[src/rtl/game_pkg.sv]
// Shared game constants, FSM state encoding and the retract weight mapping.
package game_pkg;
    localparam logic [8:0] X_MAX    = 9'd303;
    localparam logic [7:0] Y_ORIGIN = 8'd40;
    localparam logic [7:0] Y_MAX    = 8'd230;

    typedef enum logic [2:0] {
        S_IDLE  = 3'd0,
        S_LOAD  = 3'd1,
        S_DRAW  = 3'd2,
        S_WAIT  = 3'd3,
        S_ERASE = 3'd4,
        S_CHECK = 3'd5,
        S_STEP  = 3'd6,
        S_DONE  = 3'd7
    } state_t;

    // Heavier objects retract slower; weights 2 and 3 share the slowest speed.
    function automatic logic [1:0] weight_shift(input logic [1:0] weight);
        return (weight == 2'd3) ? 2'd2 : weight;
    endfunction
endpackage

[src/rtl/hook_launch_control_if.sv]
// Handshake bundle between the game FSM / sprite drawer and the hook launcher.
interface hook_launch_control_if;
    logic       start_launch;
    logic [8:0] hook_x_in;
    logic [7:0] hook_y_in;
    logic       tick;
    logic       draw_object_done;
    logic       hit;
    logic [1:0] hit_weight;
    logic       start_draw_hook;
    logic       erase_hook;
    logic [8:0] draw_x;
    logic [7:0] draw_y;
    logic       enable_counter;
    logic       launch_done;
    logic       grabbed;

    modport master (
        output start_launch, hook_x_in, hook_y_in, tick, draw_object_done, hit, hit_weight,
        input  start_draw_hook, erase_hook, draw_x, draw_y, enable_counter, launch_done, grabbed
    );
    modport slave (
        input  start_launch, hook_x_in, hook_y_in, tick, draw_object_done, hit, hit_weight,
        output start_draw_hook, erase_hook, draw_x, draw_y, enable_counter, launch_done, grabbed
    );
endinterface

[src/rtl/hook_launch_datapath.sv]
// Hook position registers, clamp arithmetic and the turn-around decision.
module hook_launch_datapath #(
    parameter logic [7:0] Y_MAX     = game_pkg::Y_MAX,
    parameter logic [2:0] STEP_DOWN = 3'd2,
    parameter logic [2:0] STEP_UP   = 3'd4
) (
    input  logic       clk,
    input  logic       reset,
    input  logic       load,
    input  logic       check,
    input  logic       step,
    input  logic [8:0] hook_x_in,
    input  logic [7:0] hook_y_in,
    input  logic       hit,
    input  logic [1:0] hit_weight,
    output logic [8:0] x,
    output logic [7:0] y,
    output logic       grabbed,
    output logic       at_home
);
    import game_pkg::*;

    logic [7:0] y_org;
    logic       dir_up;
    logic [1:0] weight;
    logic [2:0] up_step;
    logic [8:0] sum9, diff9;
    logic [7:0] y_down, y_up;

    // 9-bit add/subtract: bit 8 flags overflow past 255 or a borrow below 0.
    assign up_step = STEP_UP >> weight_shift(weight);
    assign sum9    = {1'b0, y} + {6'b0, STEP_DOWN};
    assign diff9   = {1'b0, y} - {6'b0, up_step};
    assign y_down  = (sum9 > {1'b0, Y_MAX}) ? Y_MAX : sum9[7:0];
    assign y_up    = (diff9[8] || (diff9[7:0] < y_org)) ? y_org : diff9[7:0];
    assign at_home = dir_up && (y == y_org);

    always_ff @(posedge clk) begin
        if (reset) begin
            x       <= '0;
            y       <= '0;
            y_org   <= '0;
            dir_up  <= 1'b0;
            grabbed <= 1'b0;
            weight  <= '0;
        end else if (load) begin
            x       <= hook_x_in;
            y       <= hook_y_in;
            y_org   <= hook_y_in;
            dir_up  <= 1'b0;
            grabbed <= 1'b0;
            weight  <= '0;
        end else if (check && !dir_up) begin
            // A hit on the deepest row still counts as a catch.
            if (hit) begin
                grabbed <= 1'b1;
                weight  <= hit_weight;
                dir_up  <= 1'b1;
            end else if (y >= Y_MAX) begin
                dir_up  <= 1'b1;
            end
        end else if (step) begin
            y <= dir_up ? y_up : y_down;
        end
    end
endmodule

[src/rtl/hook_launch_control.sv]
// Hook launch/retract sequencer: steps the hook and redraws it via erase/draw handshakes.
module hook_launch_control #(
    parameter logic [7:0] Y_MAX     = game_pkg::Y_MAX,
    parameter logic [2:0] STEP_DOWN = 3'd2,
    parameter logic [2:0] STEP_UP   = 3'd4
) (
    input logic                  clk,
    input logic                  reset,
    hook_launch_control_if.slave bus
);
    import game_pkg::*;

    state_t     state, nxt;
    logic       load, check, step, at_home;
    logic [8:0] x;
    logic [7:0] y;
    logic       grabbed;

    hook_launch_datapath #(
        .Y_MAX(Y_MAX), .STEP_DOWN(STEP_DOWN), .STEP_UP(STEP_UP)
    ) u_dp (
        .clk        (clk),
        .reset      (reset),
        .load       (load),
        .check      (check),
        .step       (step),
        .hook_x_in  (bus.hook_x_in),
        .hook_y_in  (bus.hook_y_in),
        .hit        (bus.hit),
        .hit_weight (bus.hit_weight),
        .x          (x),
        .y          (y),
        .grabbed    (grabbed),
        .at_home    (at_home)
    );

    always_ff @(posedge clk) begin
        if (reset) state <= S_IDLE;
        else       state <= nxt;
    end

    always_comb begin
        nxt   = state;
        load  = 1'b0;
        check = 1'b0;
        step  = 1'b0;
        case (state)
            S_IDLE:  if (bus.start_launch) nxt = S_LOAD;
            S_LOAD:  begin load = 1'b1; nxt = S_DRAW; end
            S_DRAW:  if (bus.draw_object_done) nxt = at_home ? S_DONE : S_WAIT;
            S_WAIT:  if (bus.tick) nxt = S_ERASE;
            S_ERASE: if (bus.draw_object_done) nxt = S_CHECK;
            S_CHECK: begin check = 1'b1; nxt = S_STEP; end
            S_STEP:  begin step = 1'b1; nxt = S_DRAW; end
            S_DONE:  nxt = S_IDLE;
            default: nxt = S_IDLE;
        endcase
    end

    logic drawing;
    assign drawing             = (state == S_DRAW) || (state == S_ERASE);
    assign bus.start_draw_hook = drawing;
    assign bus.erase_hook      = (state == S_ERASE);
    assign bus.draw_x          = drawing ? x : 9'd0;
    assign bus.draw_y          = drawing ? y : 8'd0;
    assign bus.enable_counter  = (state == S_WAIT);
    assign bus.launch_done     = (state == S_DONE);
    assign bus.grabbed         = grabbed;
endmodule

[src/flat_wrapper.sv]
// flat-port wrapper written by rule: the top's interface ports become plain ports
module hook_launch_control_flat import game_pkg::*;
#(
    parameter logic [7:0] Y_MAX     = game_pkg::Y_MAX,
    parameter logic [2:0] STEP_DOWN = 3'd2,
    parameter logic [2:0] STEP_UP   = 3'd4
)
  (clk, reset, bus_start_launch, bus_hook_x_in, bus_hook_y_in, bus_tick, bus_draw_object_done, bus_hit, bus_hit_weight, bus_start_draw_hook, bus_erase_hook, bus_draw_x, bus_draw_y, bus_enable_counter, bus_launch_done, bus_grabbed);
  hook_launch_control_if bus_i ();
  input logic clk;
  input logic reset;
  input wire logic [$bits(bus_i.start_launch)-1:0] bus_start_launch;
  input wire logic [$bits(bus_i.hook_x_in)-1:0] bus_hook_x_in;
  input wire logic [$bits(bus_i.hook_y_in)-1:0] bus_hook_y_in;
  input wire logic [$bits(bus_i.tick)-1:0] bus_tick;
  input wire logic [$bits(bus_i.draw_object_done)-1:0] bus_draw_object_done;
  input wire logic [$bits(bus_i.hit)-1:0] bus_hit;
  input wire logic [$bits(bus_i.hit_weight)-1:0] bus_hit_weight;
  output wire logic [$bits(bus_i.start_draw_hook)-1:0] bus_start_draw_hook;
  output wire logic [$bits(bus_i.erase_hook)-1:0] bus_erase_hook;
  output wire logic [$bits(bus_i.draw_x)-1:0] bus_draw_x;
  output wire logic [$bits(bus_i.draw_y)-1:0] bus_draw_y;
  output wire logic [$bits(bus_i.enable_counter)-1:0] bus_enable_counter;
  output wire logic [$bits(bus_i.launch_done)-1:0] bus_launch_done;
  output wire logic [$bits(bus_i.grabbed)-1:0] bus_grabbed;
  assign bus_i.start_launch = bus_start_launch;
  assign bus_i.hook_x_in = bus_hook_x_in;
  assign bus_i.hook_y_in = bus_hook_y_in;
  assign bus_i.tick = bus_tick;
  assign bus_i.draw_object_done = bus_draw_object_done;
  assign bus_i.hit = bus_hit;
  assign bus_i.hit_weight = bus_hit_weight;
  assign bus_start_draw_hook = bus_i.start_draw_hook;
  assign bus_erase_hook = bus_i.erase_hook;
  assign bus_draw_x = bus_i.draw_x;
  assign bus_draw_y = bus_i.draw_y;
  assign bus_enable_counter = bus_i.enable_counter;
  assign bus_launch_done = bus_i.launch_done;
  assign bus_grabbed = bus_i.grabbed;
  hook_launch_control #(.Y_MAX(Y_MAX), .STEP_DOWN(STEP_DOWN), .STEP_UP(STEP_UP)) u_core (.clk(clk), .reset(reset), .bus(bus_i));
endmodule
[config.mk]
export PLATFORM = sky130hd
export DESIGN_NAME = hook_launch_control_flat
export DESIGN_NICKNAME = d
export VERILOG_FILES = /design/src/rtl/game_pkg.sv /design/src/rtl/hook_launch_control_if.sv /design/src/rtl/hook_launch_datapath.sv /design/src/rtl/hook_launch_control.sv /design/src/flat_wrapper.sv
export SDC_FILE = /design/constraint.sdc
export NUM_CORES = 1
export LEC_CHECK = 0
export CORE_MARGIN = 2
export CORE_UTILIZATION = 52
export DETAILED_ROUTE_END_ITERATION = 10
export GPL_ROUTABILITY_DRIVEN = 0
export GPL_TIMING_DRIVEN = 0
export MAX_ROUTING_LAYER = met4
export PLACE_DENSITY_LB_ADDON = 0.1
export SLEW_MARGIN = 20
export SYNTH_ARGS = -nofsm -noshare
export SYNTH_HDL_FRONTEND = slang
export SYNTH_SLANG_ARGS = --single-unit
[constraint.sdc]
create_clock -name clk -period 4.4 [get_ports clk]
set_input_delay 0.66 -clock clk [delete_from_list [all_inputs] [get_ports clk]]
set_output_delay 0.66 -clock clk [all_outputs]
set_load 0.05 [all_outputs]
==> flow_summary_export.csv, run 1 <==
group,metric,value,unit
synthesis,yosysSeqAreaShare,0.271,
synthesis,synth_xor_area_frac,0.0667,
sta,period_share,0.813,
synthesis,synthAdderAreaFrac,0.0772,
cts,postCtsSetupBuffers,0,
pwr,power.leakage,1.07,nW
cts,cts_max_level,2,
final_layout,drive_gt1_frac,0.0434,
route,first_iter_violations,194,
critical_path,endpoint_kind,"flop",
sta,timing.final.crit_period,3580,ps
status,status,"finished clean",
synthesis,synth_compound_area_frac,0.219,
cts,holdBufCountCts,0,
critical_path,crit_path_start_kind,"flop",
synthesis,syn_area_per_cell,7.51,µm²
cts,clk_latency,290,ps
final_layout,utilization,0.684,
critical_path,crit_path_max_fanout,5,
critical_path,critPathRequiredTime,4580,ps
final_layout,syn2layout_area_growth,25.9,%
synthesis,syn_nets,354,
global_routing,globalRouteOverflowTotal,0,
final_layout,fillers,375,
synthesis,synth-simple-area-share,0.274,
place,place_hpwl,5.19,mm
floorplan,start_util,0.543,
sta,maxSlewHeadroom,0.556,
flow_run,drv_cap,0,
global_routing,grt_pass1_wl,11.2,mm
synthesis,syn_area,0.00236,mm²
floorplan,die_area,0.00510,mm²
sta,setup_viol,0,
floorplan,die_w,71.4,µm
pwr,fin_total_pwr,0.000948,W
cts,root_buffer,"clkbuf_8",
pwr,p_per_area,318,mW/mm²
synthesis,postSynthCellCount,315,
place,placed_area,0.00289,mm²
synthesis,synth_edf_count,0,
cts,clockBufferDepth,2,
min_path,min_path_type,"flop to flop",
sta,tns,0,ps
sta,rsz0062_at_grt,"no",
pwr,vdd_drop_max,0.216,mV
synthesis,synth_warnings,0,
route,num_vias,2459,
cts,cts_buffers,5,
cts,cts_resized,0,
synthesis,synthDistinctLibCells,50,
sta,max_freq,279,MHz
critical_path,worstPathArrival,3750,ps
synthesis,ys.flop_type,"dfxtp_1",
route,drc,0,
route,routed_wl,6.88,mm
sta,hold_violations,0,
synthesis,muxShareOfSynthArea,0.0339,
final_layout,diodes,0,
final_layout,design_area,0.00298,mm²
synthesis,synth_top_family_by_area,"simple AND/OR/NAND/NOR gates",
final_layout,nNetsFinal,407,
critical_path,worstSetupPathType,"flop to flop",
route,first_pass_iters,5,
sta,clock_skew,8.47,ps
floorplan,rows,24,
synthesis,async_reset_ff_frac,0,
route,avgRoutedWirePerCell,16.3,µm
route,ant_nets,0,
route,viasPerCell,5.84,
cts,cts_tree,"done",
floorplan,ios,47,
global_routing,grt_max_degree,12,
sta,slew_viol_final,0,
global_routing,grt_pass1_vias,2394,
floorplan,core_area,0.00435,mm²
global_routing,track_usage,0.288,
synthesis,ys_ff_latch,32,
cts,clk_pin_slew,70,ps
cts,cts.sink_count,32,
place,port_buffers,46,
sta,hold_ws,451,ps
global_routing,antenna_found_initial,0,
floorplan,die_h,71.4,µm
sta,max_slew.worst_pin.slew,666,ps
[cells by family (layout without fill, tap and decap cells)]
family,count (synthesis),after routing
compound gates,78,78
mux,8,8
buf+inv,37,91
xor+xnor,18,18
fa+ha+maj,14,14
flops,32,32
simple gates,128,128
[power by group]
part | switching, W | internal [W]
logic | 0.000234 | 0.000151
clock network | 0.000113 | 0.000110
registers | 0.0000259 | 0.000314
total | 0.000373 | 0.000575
[synth_stat cells, drive strengths merged, types with 3 or more instances]
cell type,instances,area share
a211oi,5,0.016
a21boi,4,0.013
a21o,3,0.0095
a21oi,31,0.066
a31oi,3,0.0079
and2,15,0.040
and3,3,0.0079
buf,3,0.0048
clkbuf,20,0.032
dfxtp,32,0.27
ha,13,0.069
inv,14,0.022
mux2i,8,0.034
nand2,50,0.079
nand2b,3,0.0079
nand3,6,0.013
nand4,4,0.011
nor2,17,0.030
nor2b,4,0.011
nor3,16,0.039
o21ai,13,0.028
o31ai,3,0.0095
xnor2,12,0.044
xor2,6,0.022
[flip-flops by register name, summed over array words and instances (netlist names)]
register and flops:
u_core.u_dp.x 9, u_core.u_dp.y_org 8, u_core.state 3, u_core.u_dp.weight 2
u_core.u_dp.grabbed 1, u_core.u_dp.dir_up 1, u_core.u_dp.y 8
[critical path, stage by stage, from the launching register on]
cell,delay [ps]
dfxtp_1,410
clkbuf_1,140
ha_1,150
inv_1,50
fa_1,390
a21oi_1,230
nand2_1,160
xnor2_1,180
ha_1,310
nand2_1,70
or3_4,330
o221a_4,330
o21a_1,190
o211a_1,210
a2111oi_2,330
[final cells by class]
| class | count | area, µm² | share of cell area |
|---|---|---|---|
| Buffer | 23 | 86.3 | 0.0290 |
| Clock buffer | 5 | 68.8 | 0.0231 |
| Clock inverter | 3 | 18.8 | 0.00630 |
| Inverter | 14 | 52.6 | 0.0176 |
| Multi-Input combinational cell | 246 | 1590 | 0.532 |
| Sequential cell | 32 | 641 | 0.215 |
| Tap cell | 52 | 65.1 | 0.0218 |
| Timing Repair Buffer | 46 | 460 | 0.155 |
[routing by layer]
layer  vias up  global-route usage  part of all wire
li1       1201                   -                 -
met1      1108               0.360              0.41
met2       125               0.444              0.46
met3        25              0.0520             0.085
met4         0               0.145             0.038
met5         -                   -                 0
[placed cells by master, fill, tap and decap left out, types with 2 or more instances in the layout]
| cell | count |
|---|---|
| nor2b_1 | 4 |
| nor2_1 | 16 |
| and3_1 | 3 |
| a21o_1 | 3 |
| a21oi_1 | 31 |
| ha_1 | 13 |
| and3b_1 | 2 |
| nor3_1 | 15 |
| buf_1 | 3 |
| a211oi_1 | 5 |
| clkinv_2 | 2 |
| a32oi_1 | 2 |
| clkbuf_8 | 5 |
| clkbuf_1 | 20 |
| nand4_1 | 4 |
| a31oi_1 | 3 |
| clkdlybuf4s50_1 | 46 |
| a41oi_1 | 2 |
| o21ai_0 | 7 |
| nor3b_1 | 2 |
| o31ai_1 | 3 |
| o21ai_1 | 6 |
| xor2_1 | 6 |
| a211o_1 | 2 |
| inv_1 | 13 |
| xnor2_1 | 12 |
| dfxtp_1 | 32 |
| and2_1 | 15 |
| mux2i_1 | 8 |
| a21boi_1 | 4 |
| nand2b_1 | 3 |
| nand3_1 | 6 |
| nand2_1 | 50 |
[per-stage QoR]
step / std cells / setup slack, ps
2_1_floorplan: 315 / 1220
3_3_place_gp: 413 / 901
3_5_place_dp: 413 / 851
4_1_cts: 421 / 826
5_1_grt: 421 / 629
6_report: 421 / 822
[path summary, 6_finish.rpt]
| check | start | to | slack (ps) | depth (start not counted) |
|---|---|---|---|---|
| hold reg to reg | u_core.u_dp.x[2]$_SDFFE_PP0P_ | u_core.u_dp.x[2]$_SDFFE_PP0P_ | 450 | 2 |
| hold / removal | u_core.u_dp.x[2]$_SDFFE_PP0P_ | u_core.u_dp.x[2]$_SDFFE_PP0P_ | 450 | 2 |
| setup / recovery | u_core.u_dp.weight[1]$_SDFFE_PP0P_ | u_core.u_dp.y[2]$_SDFFE_PP0P_ | 820 | 14 |
| setup reg to reg | u_core.u_dp.weight[1]$_SDFFE_PP0P_ | u_core.u_dp.y[2]$_SDFFE_PP0P_ | 820 | 14 |
No activity file was read; power rests on OpenSTA's default activity.
==> inputs of run 2 (changes only) <==
==> constraint.sdc (replaced) <==
create_clock -name clk -period 3.61 [get_ports clk]
set_input_delay 0.5415 -clock clk [delete_from_list [all_inputs] [get_ports clk]]
set_output_delay 0.5415 -clock clk [all_outputs]
set_load 0.05 [all_outputs]
==> flow_summary_export.csv, run 2 (synthesis results as in run 1) <==
group,metric,value,unit
route,ant_nets,0,
final_layout,diodes,0,
sta,max_freq,293,MHz
final_layout,syn2layout_area_growth,26.9,%
floorplan,start_util,0.543,
critical_path,endpoint_kind,"flop",
sta,timing.final.crit_period,3420,ps
cts,root_buffer,"clkbuf_8",
pwr,p_sw_frac,0.395,
pwr,p_per_area,388,mW/mm²
critical_path,cp_slowest_stage_delay,360,ps
critical_path,critPathRequiredTime,3790,ps
global_routing,use_met2,0.444,
route,viasPerCell,5.94,
floorplan,ios,47,
global_routing,grt_pass1_wl,11.2,mm
pwr,vdd_drop_max,0.266,mV
place,place_inst,413,
sta,hold_violations,0,
cts,cts_max_level,2,
sta,slew_viol_final,0,
route,first_iter_violations,188,
sta,tns,0,ps
sta,clock_skew,8.93,ps
sta,setup_viol,0,
final_layout,regMostFlops,"u_core.u_dp.x",
final_layout,drive_gt1_frac,0.0650,
critical_path,crit_top_cell,"ha_1",
cts,clk_latency,290,ps
sta,worst_slack,194,ps
cts,cts.sink_count,32,
final_layout,largest_register_ff_count,9,
floorplan,core_area,0.00435,mm²
pwr,p_sw,0.000460,W
pwr,power.leakage,1.08,nW
global_routing,grt_pass1_vias,2394,
cts,cts_buffers,5,
route,num_vias,2499,
global_routing,gr-max-usage-layer,"met2",
final_layout,reg.largest.list,"u_core.u_dp.x (9), u_core.u_dp.y (8), u_core.u_dp.y_org (8)",
route,avgRoutedWirePerCell,16.4,µm
final_layout,finalNonFillerCells,421,
critical_path,crit_path_max_fanout,5,
final_layout,final_common_cell,"nand2_1",
critical_path,crit_family,"compound AO/OA/AOI/OAI gates",
route,routed_wl,6.91,mm
global_routing,met1_usage,0.360,
route,first_pass_iters,6,
global_routing,grtUsageMet3,0.0520,
floorplan,rows,24,
sta,period_share,0.946,
critical_path,path_cells,"clkbuf_1 > ha_1 > inv_1 > fa_2 > a21oi_2 > nor2b_4 > xor2_1 > ha_1 > nand2_1 > or3_4 > o221a_4 > o21a_1 > o211a_1 > a2111oi_2",
critical_path,critPathSlowestCell,"dfxtp_2",
place,placed_area,0.00289,mm²
pwr,seq_power_share,0.357,
global_routing,track_usage,0.288,
floorplan,die_area,0.00510,mm²
global_routing,grt_max_degree,12,
final_layout,nNetsFinal,407,
final_layout,design_area,0.00300,mm²
final_layout,utilization,0.689,
pwr,intPower,0.000704,W
critical_path,worstPathArrival,3600,ps
sta,rsz0062_at_grt,"no",
floorplan,die_h,71.4,µm
place,port_buffers,46,
min_path,min_path_type,"flop to flop",
global_routing,antenna_found_initial,0,
pwr,pwr-share-clk,0.236,
cts,clockBufferDepth,2,
final_layout,final_cell_mix,"nand2_1 (49), clkdlybuf4s50_1 (46), a21oi_1 (30), dfxtp_1 (30), clkbuf_1 (20)",
global_routing,globalRouteOverflowTotal,0,
route,drc,0,
place,place_hpwl,5.19,mm
critical_path,crit_buf_inv,2,
cts,holdBufCountCts,0,
status,status,"finished clean",
cts,cts_tree,"done",
place,dpl_worst_slack,61.5,ps
sta,maxSlewHeadroom,0.551,
flow_run,drv_cap,0,
critical_path,worstSetupPathType,"flop to flop",
pwr,p_comb_frac,0.408,
cts,clk_pin_slew,70,ps
floorplan,die_w,71.4,µm
sta,max_slew.worst_pin.slew,673,ps
critical_path,crit_path_start_kind,"flop",
-- run 2: path summary, 6_finish.rpt --
path	from	endpoint	slack, ps	cells past startpoint
worst max register to register	u_core.u_dp.weight[1]$_SDFFE_PP0P_	u_core.u_dp.y[2]$_SDFFE_PP0P_	190	14
worst min-delay path	u_core.u_dp.x[2]$_SDFFE_PP0P_	u_core.u_dp.x[2]$_SDFFE_PP0P_	450	2
worst max-delay path	u_core.u_dp.weight[1]$_SDFFE_PP0P_	u_core.u_dp.y[2]$_SDFFE_PP0P_	190	14
worst min register to register	u_core.u_dp.x[2]$_SDFFE_PP0P_	u_core.u_dp.x[2]$_SDFFE_PP0P_	450	2
-- run 2: what timing repair did --
item	CTS	global route
buffers inserted	0	0
gates resized for setup	0	9
setup endpoints to repair	0	5
-- run 2: metrics by stage --
stage / power (W) / hold slack (ps)
global route: 0.00123 / 468
CTS: 0.00116 / 452
finish: 0.00116 / 452
global placement: 0.000871 / 437
floorplan: 0.000749 / 432
detailed placement: 0.000881 / 442
-- run 2: tightest hold or removal path, stage by stage, from the launching register on --
cell     delay [ps]
dfxtp_1         310
nand2_1          50
a21oi_1          50
-- run 2: power groups by stage --
stage               combinational, W  clock [W]  sequential [W]
floorplan                   0.000337          0        0.000412
global placement            0.000452          0        0.000420
detailed placement          0.000460          0        0.000421
CTS                         0.000465   0.000278        0.000413
global route                0.000517   0.000294        0.000419
finish                      0.000475   0.000274        0.000415
-- run 2: metal layers --
layer  vias to the layer above  part of all wire
li1                       1203                 -
met2                       120              0.47
met4                         0             0.033
met3                        20             0.077
met5                         -                 0
met1                      1156              0.42
-- run 2: layout make-up --
type / count / area, µm²
clock inverters: 3 / 18.8
flip-flops and latches: 32 / 643
clock buffers: 5 / 68.8
repair buffers: 46 / 460
well taps: 52 / 65.1
inverters: 14 / 52.6
multi-input cells: 246 / 1610
fillers: 372 / 1350
plain buffers: 23 / 86.3
